==> src/rtl/event_pulse_if.sv <==
// Event-to-pulse bus: trigger/control strobes in, physical pulse and status out.
interface event_pulse_if #(
    parameter int PEND_W = 3
);
    logic              trigger;
    logic              cancel;
    logic              clear_overflow;
    logic              led;
    logic              busy;
    logic [PEND_W-1:0] pending;
    logic              overflow;
    logic              pulse_done;

    modport master (
        output trigger, cancel, clear_overflow,
        input  led, busy, pending, overflow, pulse_done
    );

    modport slave (
        input  trigger, cancel, clear_overflow,
        output led, busy, pending, overflow, pulse_done
    );
endinterface

==> src/rtl/event_pulse_driver.sv <==
// Stretches single-cycle events into fixed-length LED/buzzer pulses with a
// guaranteed low gap, queueing early events in a saturating counter.
module event_pulse_driver #(
    parameter int CNT_W      = 16,
    parameter int ON_CYCLES  = 50000,
    parameter int OFF_CYCLES = 50000,
    parameter int PEND_W     = 3
) (
    input  logic         clk,
    input  logic         reset,
    event_pulse_if.slave bus
);
    typedef enum logic [1:0] {IDLE, ON, GAP} stateType;

    localparam logic [CNT_W-1:0]  ON_LAST  = CNT_W'(ON_CYCLES - 1);
    localparam logic [CNT_W-1:0]  OFF_LAST = CNT_W'(OFF_CYCLES - 1);
    localparam logic [PEND_W-1:0] PEND_MAX = {PEND_W{1'b1}};

    stateType          state, stateNext;
    logic [CNT_W-1:0]  cnt, cntNext;
    logic [PEND_W-1:0] pendReg, pendNext;
    logic              ledReg, busyReg, ovfReg, doneReg;
    logic              doneNext, setOvf;
    logic              onLast, gapLast;

    assign onLast  = (cnt == ON_LAST);
    assign gapLast = (cnt == OFF_LAST);

    // Next-state logic; cancel overrides everything except the sticky overflow.
    always_comb begin
        stateNext = state;
        cntNext   = cnt + CNT_W'(1);
        pendNext  = pendReg;
        doneNext  = 1'b0;
        setOvf    = 1'b0;
        if (bus.cancel) begin
            stateNext = IDLE;
            cntNext   = '0;
            pendNext  = '0;
        end else begin
            case (state)
                IDLE: begin
                    cntNext = '0;
                    if (bus.trigger) stateNext = ON;
                end
                ON: begin
                    if (onLast) begin
                        stateNext = GAP;
                        cntNext   = '0;
                        doneNext  = 1'b1;
                    end
                    if (bus.trigger) begin
                        if (pendReg == PEND_MAX) setOvf = 1'b1;
                        else                     pendNext = pendReg + PEND_W'(1);
                    end
                end
                GAP: begin
                    if (gapLast) begin
                        cntNext = '0;
                        // A trigger here swaps in for the dequeued entry, so pending only drops without one.
                        if (pendReg != '0 || bus.trigger) stateNext = ON;
                        else                              stateNext = IDLE;
                        if (pendReg != '0 && !bus.trigger) pendNext = pendReg - PEND_W'(1);
                    end else if (bus.trigger) begin
                        if (pendReg == PEND_MAX) setOvf = 1'b1;
                        else                     pendNext = pendReg + PEND_W'(1);
                    end
                end
                default: begin
                    stateNext = IDLE;
                    cntNext   = '0;
                end
            endcase
        end
    end

    always_ff @(posedge clk or posedge reset) begin
        if (reset) begin
            state   <= IDLE;
            cnt     <= '0;
            pendReg <= '0;
            ledReg  <= 1'b0;
            busyReg <= 1'b0;
            ovfReg  <= 1'b0;
            doneReg <= 1'b0;
        end else begin
            state   <= stateNext;
            cnt     <= cntNext;
            pendReg <= pendNext;
            ledReg  <= (stateNext == ON);
            busyReg <= (stateNext != IDLE);
            doneReg <= doneNext;
            if (setOvf)                  ovfReg <= 1'b1;
            else if (bus.clear_overflow) ovfReg <= 1'b0;
        end
    end

    assign bus.led        = ledReg;
    assign bus.busy       = busyReg;
    assign bus.pending    = pendReg;
    assign bus.overflow   = ovfReg;
    assign bus.pulse_done = doneReg;
endmodule

==> src/flat_wrapper.sv <==
// flat-port wrapper written by rule: the top's interface ports become plain ports
module event_pulse_driver_flat 
#(
    parameter int CNT_W      = 16,
    parameter int ON_CYCLES  = 50000,
    parameter int OFF_CYCLES = 50000,
    parameter int PEND_W     = 3
)
  (clk, reset, bus_trigger, bus_cancel, bus_clear_overflow, bus_led, bus_busy, bus_pending, bus_overflow, bus_pulse_done);
  event_pulse_if #(.PEND_W(PEND_W)) bus_i ();
  input  logic clk;
  input  logic reset;
  input wire logic [$bits(bus_i.trigger)-1:0] bus_trigger;
  input wire logic [$bits(bus_i.cancel)-1:0] bus_cancel;
  input wire logic [$bits(bus_i.clear_overflow)-1:0] bus_clear_overflow;
  output wire logic [$bits(bus_i.led)-1:0] bus_led;
  output wire logic [$bits(bus_i.busy)-1:0] bus_busy;
  output wire logic [$bits(bus_i.pending)-1:0] bus_pending;
  output wire logic [$bits(bus_i.overflow)-1:0] bus_overflow;
  output wire logic [$bits(bus_i.pulse_done)-1:0] bus_pulse_done;
  assign bus_i.trigger = bus_trigger;
  assign bus_i.cancel = bus_cancel;
  assign bus_i.clear_overflow = bus_clear_overflow;
  assign bus_led = bus_i.led;
  assign bus_busy = bus_i.busy;
  assign bus_pending = bus_i.pending;
  assign bus_overflow = bus_i.overflow;
  assign bus_pulse_done = bus_i.pulse_done;
  event_pulse_driver #(.CNT_W(CNT_W), .ON_CYCLES(ON_CYCLES), .OFF_CYCLES(OFF_CYCLES), .PEND_W(PEND_W)) u_core (.clk(clk), .reset(reset), .bus(bus_i));
endmodule
==> config.mk <==
export PLATFORM = sky130hd
export DESIGN_NAME = event_pulse_driver_flat
export DESIGN_NICKNAME = d
export VERILOG_FILES = /design/src/rtl/event_pulse_if.sv /design/src/rtl/event_pulse_driver.sv /design/src/flat_wrapper.sv
export SDC_FILE = /design/constraint.sdc
export NUM_CORES = 1
export LEC_CHECK = 0
export ABC_CLOCK_PERIOD_IN_PS = 2400
export CAP_MARGIN = 20
export CORE_AREA = 5 5 70 72
export DETAILED_ROUTE_END_ITERATION = 7
export DIE_AREA = 0 0 75 77
export HOLD_SLACK_MARGIN = 0.15
export SLEW_MARGIN = 5
export SYNTH_ARGS = -nofsm -noshare
export SYNTH_HDL_FRONTEND = slang
export SYNTH_SLANG_ARGS = --single-unit
==> constraint.sdc <==
create_clock -name clk -period 2.4 [get_ports clk]
set_input_delay 0.6 -clock clk [delete_from_list [all_inputs] [get_ports clk]]
set_output_delay 0.6 -clock clk [all_outputs]
set_load 0.05 [all_outputs]
==> flow_summary.yaml <==
layout:
  antenna_cells: 0
  drive_gt1_frac: 0.1576
  fillers: 411
  final_common_cell: "dfrtp_1"
  mostFrequentLayoutCells: "25 x dfrtp_1, 16 x nor2_1, 12 x buf_4, 11 x clkdlybuf4s50_1"
  fin_util: 0.4066
  syn_to_final_growth_pct: 21.02
  fin_nets: 179
sta:
  hold_viol: 0
  holdWs_ns: 0.4855
  fmax_mhz: 429.0
  setup_tns_ns: 0
  slew_headroom: 0.6665
  rsz0062_at_grt: "false"
  fin_worst_skew_ns: 0.006508
  finalCritPeriodShare: 0.9712
  setup_ws_ns: 0.06922
  drv_slew: 0
  setup_viol: 0
  min_period_ns: 2.331
  worst_slew_pin_slew_ns: 0.4987
clock_network:
  htree_levels: 1
  clock_path_buffers: 2
  numCtsBuffers: 3
  cts_tree: "yes"
  cts.sinks: 25
  clk_pin_slew_worst_paths_ns: 0.09
  clk_latency_ns: 0.26
  cts-root-buf: "clkbuf_8"
global_routing:
  grt_util_all_layers: 0.1181
  antenna_found_initial: 0
  grt_max_degree: 26
  grt_pass1_wl_um: 5540
  overflow: 0
  grt_pass1_vias: 1220
setup_path:
  worst-path-buf-inv: 0
  crit_path_start_kind: "register"
  startpoint: "u_core.cnt[5]"
  worstRegToRegCells: 4
  r2r_slack_ns: 0.07
  r2r_start: "u_core.cnt[5]"
  r2r_end: "u_core.bus.pending[2]"
  worstPathRequired_ns: 2.59
  cp-end-kind: "register"
  worstSetupPathType: "reg -> reg"
  cp_top_family: "simple AND/OR/NAND/NOR gates"
  critical_path_depth: 4
  cp_slowest_cell: "or4_4"
  cp_max_fo: 6
  cp-endpoint: "u_core.bus.pending[2]"
  crit_chain: "or4b_4, or4_4, or4b_1, a31oi_1"
  worst_ep_arrival_time_ns: 2.52
  critPathMaxStageDelay_ns: 0.60
floorplanning:
  dieArea_sq_mm: 0.005775
  fp.dieW_um: 75
  core_region_area_sq_mm: 0.004234
  initial_utilization: 0.3360
  die_h_um: 77
  row_count: 24
  io_pins: 12
drt:
  ant_nets: 0
  vias: 1131
  wl_um: 3112
  routed_via_density: 5.212
  drcViolationCount: 0
  drtPass1Iterations: 4
  drt_iter0_drc: 45
  wl_per_cell_um: 14.34
synth:
  async_flop_share: 1.000
  synth_cells: 143
  syn_area_sq_mm: 0.001423
  synth_area_per_cell_sq_um: 9.948
  synth-edff-count: 0
  syn_nets: 156
  synth-main-ff-cell: "dfrtp_1"
  ys_seq_area_frac: 0.4398
  ys_ff_latch: 25
  ys_types: 42
  yosys_warnings: 0
placed_design:
  place.gp.congestion: 0.8511
  portBuffers: 11
  pre_cts_slack_ns: -0.02278
  place_hpwl_um: 2367
flow_run:
  max_cap_viol_count: 0
outcome:
  status: "complete, no violations"
power_and_ir_drop:
  peakVddDrop_mv: 0.2335
  p_leak_nw: 0.7138
  cellPowerDensity_mw_per_mm2: 451.0
worst_hold_path:
  hold_path_class: "reg -> reg"
-- per-layer routing --
layer	share of wire	global-route usage	vias to the layer above	wire [um]
met4	0.0026	0.02135	0	8
met3	0.024	0.02092	2	75
li1	-	-	568	-
met1	0.46	0.1548	546	1416
met2	0.52	0.2012	15	1611
met5	0	0	-	0
-- metrics by stage --
step | total power, mW | std cells | area, sq um
2_1_floorplan | 0.5043 | 143 | 1423
3_3_place_gp | 0.5382 | 213 | 1668
3_5_place_dp | 0.5405 | 213 | 1668
4_1_cts | 0.7842 | 217 | 1718
5_1_grt | 0.8126 | 217 | 1722
6_report | 0.7765 | 217 | 1722
-- kinds of logic (layout without fill, tap and decap cells) --
logic type,Yosys count,count (layout),synth area share
buf+inv,12,34,0.03254
mux,1,1,0.007915
xor+xnor,11,11,0.06773
flops,25,25,0.4398
simple gates,66,66,0.2762
compound gates,20,20,0.1056
fa+ha+maj,8,8,0.07036
-- power by group --
part / switching [mW] / total [mW] / internal [mW]
combinational: 0.0585 / 0.0956 / 0.0371
clock: 0.130 / 0.246 / 0.116
sequential: 0.00656 / 0.435 / 0.429
total: 0.195 / 0.776 / 0.582
-- cells in the mapped netlist (2+ instances only) --
master,instances,area [sq um]
and3_2,2,15.01
ha_1,8,100.1
or4_1,4,30.03
inv_1,7,26.28
nor4_1,2,12.51
xnor2_1,2,17.52
o21ai_0,2,10.01
nand4b_1,2,17.52
nor2_1,16,60.06
xor2_1,9,78.83
o31ai_1,3,22.52
a21oi_1,4,20.02
nor2b_1,2,12.51
and4_1,2,17.52
or4b_4,2,27.53
a311oi_1,2,17.52
nand4_1,9,56.30
nand2b_1,2,12.51
nand2_1,7,26.28
dfrtp_1,25,625.6
nand3_1,6,30.03
and3_1,2,12.51
clkbuf_1,4,15.01
-- sequential cells by signal (all words and copies together), names as in the netlist --
name / count
u_core.bus.busy: 1
u_core.bus.led: 1
u_core.bus.overflow: 1
u_core.bus.pending: 3
u_core.bus.pulse_done: 1
u_core.cnt: 16
u_core.state: 2
-- worst reg2reg max path, cell delays in order (launching register included) --
cell and delay, ns:
dfrtp_1 0.39, or4b_4 0.57, or4_4 0.60, or4b_1 0.52
a31oi_1 0.17
-- worst min path at each step --
| stage | startpoint | end | cells past startpoint |
|---|---|---|---|
| 2_1_floorplan | u_core.cnt[0] | u_core.cnt[0] | 1 |
| 3_3_place_gp | u_core.cnt[0] | u_core.cnt[0] | 1 |
| 3_5_place_dp | u_core.cnt[0] | u_core.cnt[0] | 1 |
| 4_1_cts | u_core.cnt[0] | u_core.cnt[0] | 1 |
| 5_1_grt | u_core.cnt[0] | u_core.cnt[0] | 1 |
| 6_report | u_core.cnt[0] | u_core.cnt[0] | 1 |
-- layout make-up --
cell class | count | area, sq um | share of cell area
multi-input combinational | 106 | 758.2 | 0.4404
sequential | 25 | 625.6 | 0.3634
clock inverter | 1 | 5.005 | 0.002907
clock buffer | 3 | 41.29 | 0.02398
tap | 52 | 65.06 | 0.03779
timing repair buffer | 23 | 200.2 | 0.1163
inverter | 7 | 26.28 | 0.01526
-- what timing repair did --
item,4_1_cts,5_1_grt
resized for setup,1,1
pin swaps,0,1
setup endpoints to repair,1,2
buffers inserted,0,0
hold buffers,0,0
No activity file was read; power rests on OpenSTA's default activity.
